## config.mk

```make
export PLATFORM = sky130hd
export DESIGN_NAME = gray_nbits
export DESIGN_NICKNAME = d
export VERILOG_FILES = /design/src/rtl/gray_nbits.sv
export SDC_FILE = /design/constraint.sdc
export NUM_CORES = 1
export LEC_CHECK = 0
export BUFFER_PORTS_ARGS = -buffer_cell sky130_fd_sc_hd__clkbuf_2
export CORE_AREA = 2 2 39 41
export DETAILED_ROUTE_END_ITERATION = 7
export DIE_AREA = 0 0 41 43
export PLACE_DENSITY_LB_ADDON = 0.2
export SETUP_SLACK_MARGIN = 0.15
export SLEW_MARGIN = 20
export SYNTH_ARGS = -nofsm -noshare
export SYNTH_HDL_FRONTEND = slang
export SYNTH_SLANG_ARGS = --single-unit
```

## constraint.sdc

```tcl
create_clock -name clk -period 1.8 [get_ports clk]
set_input_delay 0.27 -clock clk [delete_from_list [all_inputs] [get_ports clk]]
set_output_delay 0.27 -clock clk [all_outputs]
set_load 0.01 [all_outputs]
```

## src/rtl/gray_nbits.sv

```systemverilog
// Up/down Gray-code counter with synchronous load and registered wrap pulse.
// Define GRAY_BIN_OUT_EN to add the registered binary count output bin_out.
module gray_nbits #(
    parameter int WIDTH = 4
) (
    input  logic             clk,
    input  logic             reset,
    input  logic             clk_en,
    input  logic             up_dn,
    input  logic             load,
    input  logic [WIDTH-1:0] load_val,
    output logic [WIDTH-1:0] gray_out,
`ifdef GRAY_BIN_OUT_EN
    output logic [WIDTH-1:0] bin_out,
`endif
    output logic             wrap
);

    localparam logic [WIDTH-1:0] ONE = WIDTH'(1);

    logic [WIDTH-1:0] bin_q, bin_d;
    logic [WIDTH-1:0] gray_q, gray_d;
    logic             wrap_q, wrap_d;

    // Binary equivalent of a Gray word: running XOR from the MSB down.
    function automatic logic [WIDTH-1:0] gray2bin(input logic [WIDTH-1:0] g);
        logic [WIDTH-1:0] b;
        b[WIDTH-1] = g[WIDTH-1];
        for (int i = WIDTH - 2; i >= 0; i--) begin
            b[i] = b[i+1] ^ g[i];
        end
        return b;
    endfunction

    always_comb begin
        bin_d  = bin_q;
        wrap_d = 1'b0;
        if (load) begin
            bin_d = gray2bin(load_val);
        end else if (clk_en) begin
            if (up_dn) begin
                bin_d  = bin_q + ONE;
                wrap_d = (bin_q == '1);
            end else begin
                bin_d  = bin_q - ONE;
                wrap_d = (bin_q == '0);
            end
        end
        gray_d = bin_d ^ (bin_d >> 1);
    end

    always_ff @(posedge clk) begin
        if (!reset) begin
            bin_q  <= '0;
            gray_q <= '0;
            wrap_q <= 1'b0;
        end else begin
            bin_q  <= bin_d;
            gray_q <= gray_d;
            wrap_q <= wrap_d;
        end
    end

    assign gray_out = gray_q;
    assign wrap     = wrap_q;
`ifdef GRAY_BIN_OUT_EN
    assign bin_out  = bin_q;
`endif

endmodule

```

# After elaboration in Yosys (flattened, before gate mapping)
# Index checks and enable logic that the tools add are counted.
[totals]
elab_cells = 18
mem_bits_ro = 0
latchBits = 0
n_memories = 0
register_bits = 9
ramBits = 0
[classes]
order_cmp = 0
addsub = 2
n_shift = 0
eq_ne = 1
n_reduce_logical = 2
n_mul = 0
bitwise_logic = 6
n_div = 0
muxes = 4
[op_table]
columns = ["op", "count"]
rows = [
  ["4-bit 2-to-1 mux", 3],
  ["4-bit by 1-bit adder with 4-bit output (second input constant)", 1],
  ["4-bit == test (second input constant)", 1],
  ["4-bit logical NOT", 1],
  ["4-bit by 1-bit subtractor with 4-bit output (second input constant)", 1],
  ["4-bit by 3-bit XOR with 4-bit output", 1],
  ["3-bit OR reduction", 1],
  ["1-bit XOR", 3],
  ["1-bit inverter", 2],
  ["1-bit 2-to-1 mux", 1],
]

# Logic depth before layout (Yosys ltp)
# Gate-level depths: netlist of run 1.
[depth]
word_depth = 5
ltp_mapped = 6

# Worst setup path before layout of run 1
# Ideal clock, no wire load.
[synth_path]
path_type = "reg2reg"
start = "register bin_q[0]"
end = "register gray_q[2], in the netlist gray_out[2]"
period_less_slack_ps = 1701
arrival_ps = 1630
setup_ps = 72
required_time_ps = 1728
stages_incl_launch_ff = 7
path_buffers = 0
setup_slack_ps = 99
path_cell_list = "dfxtp_1 > inv_1 > fa_1 > xnor2_1 > a211o_2 > a21bo_2 > mux2i_1"
[synth_between]
elab_chain_len = 5
elab_cells_between_ends = 6
[synth_rtl]
columns = ["element", "line", "text"]
rows = [
  ["from (decl)", "21", "logic [WIDTH-1:0] bin_q, bin_d;"],
  ["from (signal assigned)", "58", "bin_q <= bin_d;"],
  ["4-bit by 1-bit subtractor with 4-bit output or 4-bit by 1-bit adder with 4-bit output (tied branches)", "45, 42", ""],
  ["4-bit 2-to-1 mux *", "41", "if (up_dn) begin"],
  ["4-bit 2-to-1 mux *", "40", "end else if (clk_en) begin"],
  ["4-bit 2-to-1 mux *", "38", "if (load) begin"],
  ["4-bit by 3-bit XOR with 4-bit output *", "49", "gray_d = bin_d ^ (bin_d >> 1);"],
  ["to (signal assigned)", "59", "gray_q <= gray_d;"],
  ["to (decl)", "22", "logic [WIDTH-1:0] gray_q, gray_d;"],
]
# Every way passes the cells marked *; elsewhere a longest branch is shown, timed or not.
# A chain may end at the register's enable or synchronous reset.

# Worst setup path in the final report of run 1
[layout_path]
start = "register bin_q[1]"
end = "register gray_q[2], in the netlist gray_out[2]"
# Same word-level chain as after synthesis.

==> results_dict.tcl, run 1 <==
set metrics [dict create \
    status "finished clean" \
    max_freq_ghz 0.630 \
    ir_drop_uv 473 \
    synth_seq_cells 8 \
    yosys.cell_types.count 32 \
    syn_area_sq_um 561 \
    syn_nets 72 \
    synthArstFlopShare_pct 0 \
    start_util_pct 40.5 \
    fin_crit_ns 1.59 \
    finalPower_mw 0.553 \
    rsz0062_at_grt "no" \
    hold_path_class "input port to flop" \
    dieArea_sq_um 1760 \
    rows 14 \
    grt_pass1_vias 452 \
    clkTransAtPathRegs_ns 0.05 \
    wl_mm 1.13 \
    placed_area_sq_um 654 \
    yosys.area.top_type "dfxtp_1" \
    tritoncts "built" \
    finalSetupTns_ns 0 \
    period_share_pct 88.1 \
    drive_gt1_share_pct 40.5 \
    setup_viol 0 \
    finalNetCount 93 \
    synth_ff_type "dfxtp_1" \
    power.density_nw_per_um2 769 \
    ant_nets 0 \
    maxSlewHeadroom_pct 80.6 \
    cts_num_sinks 8 \
    fp.dieH_um 43 \
    clockRootBuffer "clkbuf_4" \
    drt-initial-drc-count 8 \
    insertedDiodeCount 0 \
    synth_edf_count 0 \
    worstSetupEndpointType "flop" \
    leakage_nw 0.366 \
    io_pins 14 \
    grtUsageTotal_pct 15.5 \
    final.setup_skew_ns 0.000971 \
    seq_area_frac_synth_pct 28.6 \
    vias_per_cell 5.06 \
    wire_per_inst_um 11.9 \
    clockBufferDepth 2 \
    cts_buffers 3 \
    avgSynthCellArea_sq_um 9.34 \
    yosysWarnings 0 \
    synth_area_leaders "dfxtp_1 (29%), xnor2_1 (9.4%), o211a_1 (7.1%)" \
    grt_pass1_wl_mm 1.79 \
    antenna_found_initial 0 \
    fin_util_pct 52.0 \
    start_kind "flop" \
    drc 0 \
    clock_latency_ns 0.25 \
    cts_htree_levels 1 \
    final_max_slew_viol_count 0 \
    dp_hpwl_um 858 \
    fillers 148 \
    area_growth_syn_to_layout_pct 28.3 \
    criticalPathCategory "flop to flop" \
    synth_top_cell_area_share_pct 28.6 \
    fp.coreArea_sq_um 1380 \
    drv_cap 0 \
    synthCells 60 \
    place_congestion 0.704 \
    path_max_fanout 3 \
    grt_max_degree 15 \
    worst_pin_slew_ns 0.285 \
    final_area_sq_um 719 \
    chipWidth_um 41 \
    drt_first_pass_iters 3 \
    hold_violations 0 \
    dr_total_vias 481 \
    cp.arrival_ns 1.77 \
    cp.required_ns 1.98 \
    io_buffers 13 \
    gr-total-overflow 0 \
]
==> report_power, final <==
group / internal, mW / switching [mW]
Combinational: 0.110 / 0.0990
Sequential: 0.199 / 0.0120
Clock: 0.0760 / 0.0568
==> layout by cell type, fill, tap and decap left out, types with 2 or more instances in the layout <==
master,count
xnor2_1,5
dfxtp_2,2
dfxtp_1,6
nand2b_1,2
buf_4,6
inv_1,4
a21oi_1,2
clkbuf_2,13
o211a_1,4
nor2_1,3
clkbuf_4,3
nand2_1,3
nand3_1,2
==> Yosys cell counts, drive strengths merged, types with 2 or more instances <==
cell / count
xnor2: 6
nand3: 3
o211a: 4
nand2b: 2
ha: 2
a21oi: 2
buf: 2
dfxtp: 8
nor2: 3
inv: 5
mux2i: 2
nand2: 3
==> per-layer routing <==
layer	track usage, %	routed length, um	up-vias
li1	-	-	254
met1	18.4	553	215
met2	23.4	515	10
met3	2.09	50	2
met4	12.0	11	0
met5	0	0	-
==> stage by stage <==
step | cells | setup slack (ns) | hold slack, ns
global placement | 90 | 0.0608 | 0.597
CTS | 93 | 0.149 | 0.319
finish | 95 | 0.214 | 0.331
global route | 95 | 0.147 | 0.346
floorplan | 60 | 0.151 | 0.392
detailed placement | 90 | 0.0347 | 0.598
==> flip-flops by register name (all words and copies together) (netlist names) <==
register / count
bin_q: 4
gray_out: 3
wrap: 1
==> worst max-delay path, cell delays in order (launching register included) <==
cell     delay, ns
dfxtp_2       0.34
inv_2         0.06
fa_2          0.37
xnor2_2       0.15
a211o_2       0.30
a21bo_2       0.19
mux2i_1       0.12
==> kinds of logic (layout without fill, tap and decap cells) <==
| kind of cell | count (synthesis) | count (layout) | share of synthesized area (%) |
|---|---|---|---|
| DFF | 8 | 8 | 28.6 |
| adders and majority gates | 3 | 3 | 8.04 |
| buffers and inverters | 8 | 27 | 7.37 |
| xor gates and xnor gates | 7 | 7 | 10.9 |
| and+or+nand+nor | 19 | 19 | 21.0 |
| AOI/OAI and AO/OA | 13 | 13 | 20.5 |
| muxes | 2 | 2 | 3.57 |
==> cell type report <==
class / instances / area [sq um] / area share, %
clock buffers: 3 / 22.5 / 3.13
inverters: 5 / 18.8 / 2.61
multi-input cells: 44 / 385 / 53.6
flip-flops and latches: 8 / 163 / 22.6
well taps: 16 / 20.0 / 2.78
repair buffers: 19 / 110 / 15.3
==> worst paths after layout <==
check / start / cells past startpoint / endpoint / slack, ns
setup / recovery: bin_q[1]$_SDFF_PN0_ / 6 / gray_out[2]$_SDFF_PN0_ / 0.21
hold / removal: reset / 2 / bin_q[1]$_SDFF_PN0_ / 0.33
setup reg to reg: bin_q[1]$_SDFF_PN0_ / 6 / gray_out[2]$_SDFF_PN0_ / 0.21
hold reg to reg: bin_q[1]$_SDFF_PN0_ / 2 / wrap$_SDFF_PP0_ / 0.63
==> repair_timing <==
action	4_1_cts	5_1_grt
gates resized for setup	3	3
endpoints found under the setup margin	3	3
setup buffers	0	2
pin swaps	0	4
hold buffers	0	0
(Power assumes the default switching activity.)
==> run 2: changes to the inputs <==
--- a/config.mk
+++ b/config.mk
@@ -9,7 +9,7 @@
 export CORE_AREA = 2 2 39 41
 export DETAILED_ROUTE_END_ITERATION = 7
 export DIE_AREA = 0 0 41 43
-export PLACE_DENSITY_LB_ADDON = 0.2
+export PLACE_DENSITY_LB_ADDON = 0.1
 export SETUP_SLACK_MARGIN = 0.15
 export SLEW_MARGIN = 20
 export SYNTH_ARGS = -nofsm -noshare
==> results_dict.tcl, run 2 (synthesis results as in run 1) <==
set metrics [dict create \
    start_util_pct 40.5 \
    crit_slowest_cell "fa_2" \
    ant_nets 0 \
    sw_frac_of_total_pct 30.9 \
    clockRootBuffer "clkbuf_4" \
    dieArea_sq_um 1760 \
    area_growth_syn_to_layout_pct 25.4 \
    cts_buffers 3 \
    status "finished clean" \
    gr-total-overflow 0 \
    worstSetupEndpointType "flop" \
    hold_path_class "input port to flop" \
    grt_pass1_wl_mm 1.90 \
    fp.coreArea_sq_um 1380 \
    combPwrFrac_pct 37.2 \
    start_kind "flop" \
    drt_first_pass_iters 4 \
    dr_total_vias 499 \
    clkTransAtPathRegs_ns 0.06 \
    vias_per_cell 5.25 \
    fin_crit_ns 1.61 \
    setup_viol 0 \
    switchingPower_mw 0.170 \
    final_max_slew_viol_count 0 \
    cts_hold_buffers 0 \
    max_freq_ghz 0.620 \
    criticalPathCategory "flop to flop" \
    cp.arrival_ns 1.79 \
    largest_register_ff_count 4 \
    grt_max_degree 15 \
    final_common_cell "clkbuf_2" \
    fillers 137 \
    path_max_fanout 3 \
    cts_htree_levels 1 \
    power.density_nw_per_um2 783 \
    cts_setup_buffers 0 \
    pwr-share-clk_pct 24.9 \
    p_int_mw 0.380 \
    dp_slack_ns 0.0399 \
    insertedDiodeCount 0 \
    tritoncts "built" \
    maxSlewHeadroom_pct 83.3 \
    finalSetupTns_ns 0 \
    drv_cap 0 \
    wire_per_inst_um 12.2 \
    io_buffers 13 \
    clock_latency_ns 0.25 \
    layout_common_cells "clkbuf_2 (13), dfxtp_1 (6), buf_4 (6)" \
    grt_pass1_vias 477 \
    wl_mm 1.16 \
    crit_family "compound AO/OA/AOI/OAI gates" \
    crit_chain "inv_2 -> fa_2 -> xnor2_2 -> a211o_2 -> a21bo_2 -> mux2i_1" \
    fp.dieH_um 43 \
    period_share_pct 89.5 \
    io_pins 14 \
    ir_drop_uv 424 \
    drt-initial-drc-count 11 \
    leakage_nw 0.368 \
    cp_slowest_stage_delay_ns 0.38 \
    cts_num_sinks 8 \
    finalNetCount 93 \
    rsz0062_at_grt "yes" \
    power_frac_seq_pct 37.9 \
    place_congestion 0.676 \
    drc 0 \
    cp.required_ns 1.98 \
    regMostFlops "bin_q" \
    setup_slack_ns 0.188 \
    rows 14 \
    clockBufferDepth 2 \
    final.setup_skew_ns 0.00611 \
    antenna_found_initial 0 \
    critPathBufInv 1 \
    grtUsageTotal_pct 16.1 \
    chipWidth_um 41 \
    drive_gt1_share_pct 38.0 \
    worst_pin_slew_ns 0.247 \
    hold_violations 0 \
    dp_hpwl_um 906 \
]
-- run 2: final cells by class --
cell class | count | area, sq um | share of cell area (%)
multi-input combinational | 44 | 369 | 52.5
sequential | 8 | 163 | 23.1
timing repair buffer | 19 | 110 | 15.7
clock buffer | 3 | 22.5 | 3.20
tap | 16 | 20.0 | 2.85
inverter | 5 | 18.8 | 2.67
-- run 2: layer usage --
layer,wire (um),up-vias,global-route usage [%]
met5,0,-,0
met3,46,0,4.71
met4,0,0,8.00
met1,539,235,19.8
li1,-,255,-
met2,570,9,24.4
-- run 2: path summary, 6_finish.rpt --
kind	slack [ns]	to	from	cells after the start
hold / removal	0.32	wrap$_SDFF_PP0_	clk_en	2
setup reg to reg	0.19	gray_out[2]$_SDFF_PN0_	bin_q[1]$_SDFF_PN0_	6
hold reg to reg	0.61	wrap$_SDFF_PP0_	bin_q[1]$_SDFF_PN0_	2
setup / recovery	0.19	gray_out[2]$_SDFF_PN0_	bin_q[1]$_SDFF_PN0_	6
-- run 2: stage by stage --
| step | instances | util (%) | power, mW | hold WS (ns) | cell area, sq um |
|---|---|---|---|---|---|
| after detailed placement | 92 | 48.4 | 0.408 | 0.592 | 669 |
| final | 95 | 50.8 | 0.550 | 0.318 | 703 |
| after floorplan | 60 | - | 0.343 | 0.392 | 562 |
| after global routing | 95 | 50.8 | 0.590 | 0.325 | 703 |
| after global placement | 92 | 48.4 | 0.405 | 0.589 | 669 |
| after CTS | 95 | 50.3 | 0.553 | 0.317 | 696 |
-- run 2: timing repair --
action,CTS,global route
setup endpoints to repair,1,2
pin swaps,0,4
gates resized for setup,2,2
-- run 2: power groups by stage --
stage	combinational [mW]	sequential (mW)	clock, mW
finish	0.205	0.208	0.137
global route	0.227	0.211	0.152
CTS	0.200	0.208	0.145
detailed placement	0.197	0.211	0
global placement	0.194	0.211	0
floorplan	0.124	0.219	0
==> run 3: changes to the inputs <==
==> constraint.sdc (replaced) <==
create_clock -name clk -period 1.6 [get_ports clk]
set_input_delay 0.24 -clock clk [delete_from_list [all_inputs] [get_ports clk]]
set_output_delay 0.24 -clock clk [all_outputs]
set_load 0.01 [all_outputs]
==> results_dict.tcl, run 3 (synthesis results as in run 1) <==
set metrics [dict create \
    status "complete, but fails checks" \
    violations "setup timing" \
    cp.required_ns 1.78 \
    insertedDiodeCount 0 \
    grt_max_degree 15 \
    clock_latency_ns 0.26 \
    finalPower_mw 0.658 \
    reg2reg_depth 6 \
    fp.coreArea_sq_um 1380 \
    drive_gt1_share_pct 46.9 \
    period_share_pct 101 \
    grt_pass1_vias 429 \
    ant_nets 0 \
    max_freq_ghz 0.617 \
    fp.dieH_um 43 \
    final_max_slew_viol_count 0 \
    start_kind "flop" \
    placed_area_sq_um 691 \
    r2r_end "gray_out[2]$_SDFF_PN0_" \
    dieArea_sq_um 1760 \
    dp_hpwl_um 879 \
    io_pins 14 \
    clockRootBuffer "clkbuf_4" \
    area_growth_syn_to_layout_pct 37.7 \
    hold_path_class "input port to flop" \
    hold_path_end "bin_q[2]$_SDFF_PN0_" \
    dp_cells 93 \
    dr_total_vias 485 \
    start_util_pct 40.5 \
    final_area_sq_um 772 \
    cts_htree_levels 1 \
    gr-total-overflow 0 \
    leakage_nw 0.379 \
    drv_cap 0 \
    grtUsageTotal_pct 15.8 \
    maxSlewHeadroom_pct 83.8 \
    regMostFlops "bin_q" \
    clkTransAtPathRegs_ns 0.06 \
    setup_viol 1 \
    power.density_nw_per_um2 852 \
    hold_violations 0 \
    path_max_fanout 2 \
    cts_hold_buffers 0 \
    worstSetupEndpointType "flop" \
    drt-initial-drc-count 6 \
    drt_first_pass_iters 4 \
    final_common_cell "clkbuf_2" \
    final.setup_skew_ns 0.00403 \
    rrSetupSlack_ns -0.02 \
    hold_start "reset" \
    hold_depth 3 \
    wl_mm 1.15 \
    worst_pin_slew_ns 0.240 \
    ir_drop_uv 551 \
    grt_pass1_wl_mm 1.79 \
    fin_crit_ns 1.62 \
    io_buffers 13 \
    cts_num_sinks 8 \
    cp.arrival_ns 1.80 \
    finalNetCount 95 \
    layout_common_cells "clkbuf_2 (13), buf_4 (8), xnor2_1 (5), dfxtp_1 (5), o211a_1 (4)" \
    largest_register_ff_count 4 \
    setup_slack_ns -0.0220 \
    reg2reg_from "bin_q[0]$_SDFF_PN0_" \
    tritoncts "built" \
    antenna_found_initial 0 \
    wire_per_inst_um 11.9 \
    place_congestion 0.712 \
    rows 14 \
    vias_per_cell 5.00 \
    clockBufferDepth 2 \
    rsz0062_at_grt "yes" \
    drc 0 \
    chipWidth_um 41 \
    cts_buffers 3 \
    criticalPathCategory "flop to flop" \
    final_cells 97 \
]
[run 3: layer usage]
| metal | up-vias | global-route usage, % | part of all wire (%) |
|---|---|---|---|
| li1 | 260 | - | - |
| met1 | 214 | 19.7 | 49 |
| met2 | 9 | 21.6 | 46 |
| met3 | 2 | 4.71 | 3.6 |
| met4 | 0 | 12.0 | 1.1 |
| met5 | - | 0 | 0 |
[run 3: power by group]
part           total, mW  switching, mW  internal [mW]
sequential         0.237         0.0132          0.224
clock              0.159         0.0724         0.0861
combinational      0.262          0.121          0.141
[run 3: cell type report]
class | count | area, sq um
Clock buffer | 3 | 22.5
Inverter | 5 | 18.8
Multi-Input combinational cell | 44 | 419
Fill cell | 141 | 612
Tap cell | 16 | 20.0
Timing Repair Buffer | 21 | 125
Sequential cell | 8 | 166
[run 3: worst max path at each step]
stage	startpoint	to	slack, ns	cells past startpoint
floorplan	bin_q[0]$_SDFF_PN0_	gray_out[2]$_SDFF_PN0_	0.02	6
global placement	up_dn	bin_q[3]$_SDFF_PN0_	-0.04	8
detailed placement	up_dn	gray_out[2]$_SDFF_PN0_	-0.06	7
CTS	bin_q[0]$_SDFF_PN0_	gray_out[2]$_SDFF_PN0_	-0.02	6
global route	bin_q[0]$_SDFF_PN0_	gray_out[2]$_SDFF_PN0_	-0.06	6
finish	bin_q[0]$_SDFF_PN0_	gray_out[2]$_SDFF_PN0_	-0.02	6
[run 3: metrics by stage]
step,utilization [%],setup WS (ns),hold WS (ns),setup TNS (ns)
after floorplan,-,0.0200,0.362,0
after global placement,49.9,-0.0351,0.565,-0.0597
after detailed placement,49.9,-0.0600,0.566,-0.0900
after CTS,53.2,-0.0168,0.293,-0.0168
after global routing,55.8,-0.0583,0.327,-0.0680
final,55.8,-0.0220,0.305,-0.0220
[run 3: worst max-delay path, cell delays in order, from the launching register on]
cell and delay (ns):
dfxtp_2 0.33, inv_2 0.04, fa_2 0.40, xnor2_2 0.15, a211o_2 0.31, a21bo_2 0.20, mux2i_1 0.13
[run 3: timing repair]
action,CTS,global route
setup buffers,0,1
endpoints found under the hold margin,0,0
endpoints found under the setup margin,5,5
gates resized for setup,3,6
pin swaps,1,1
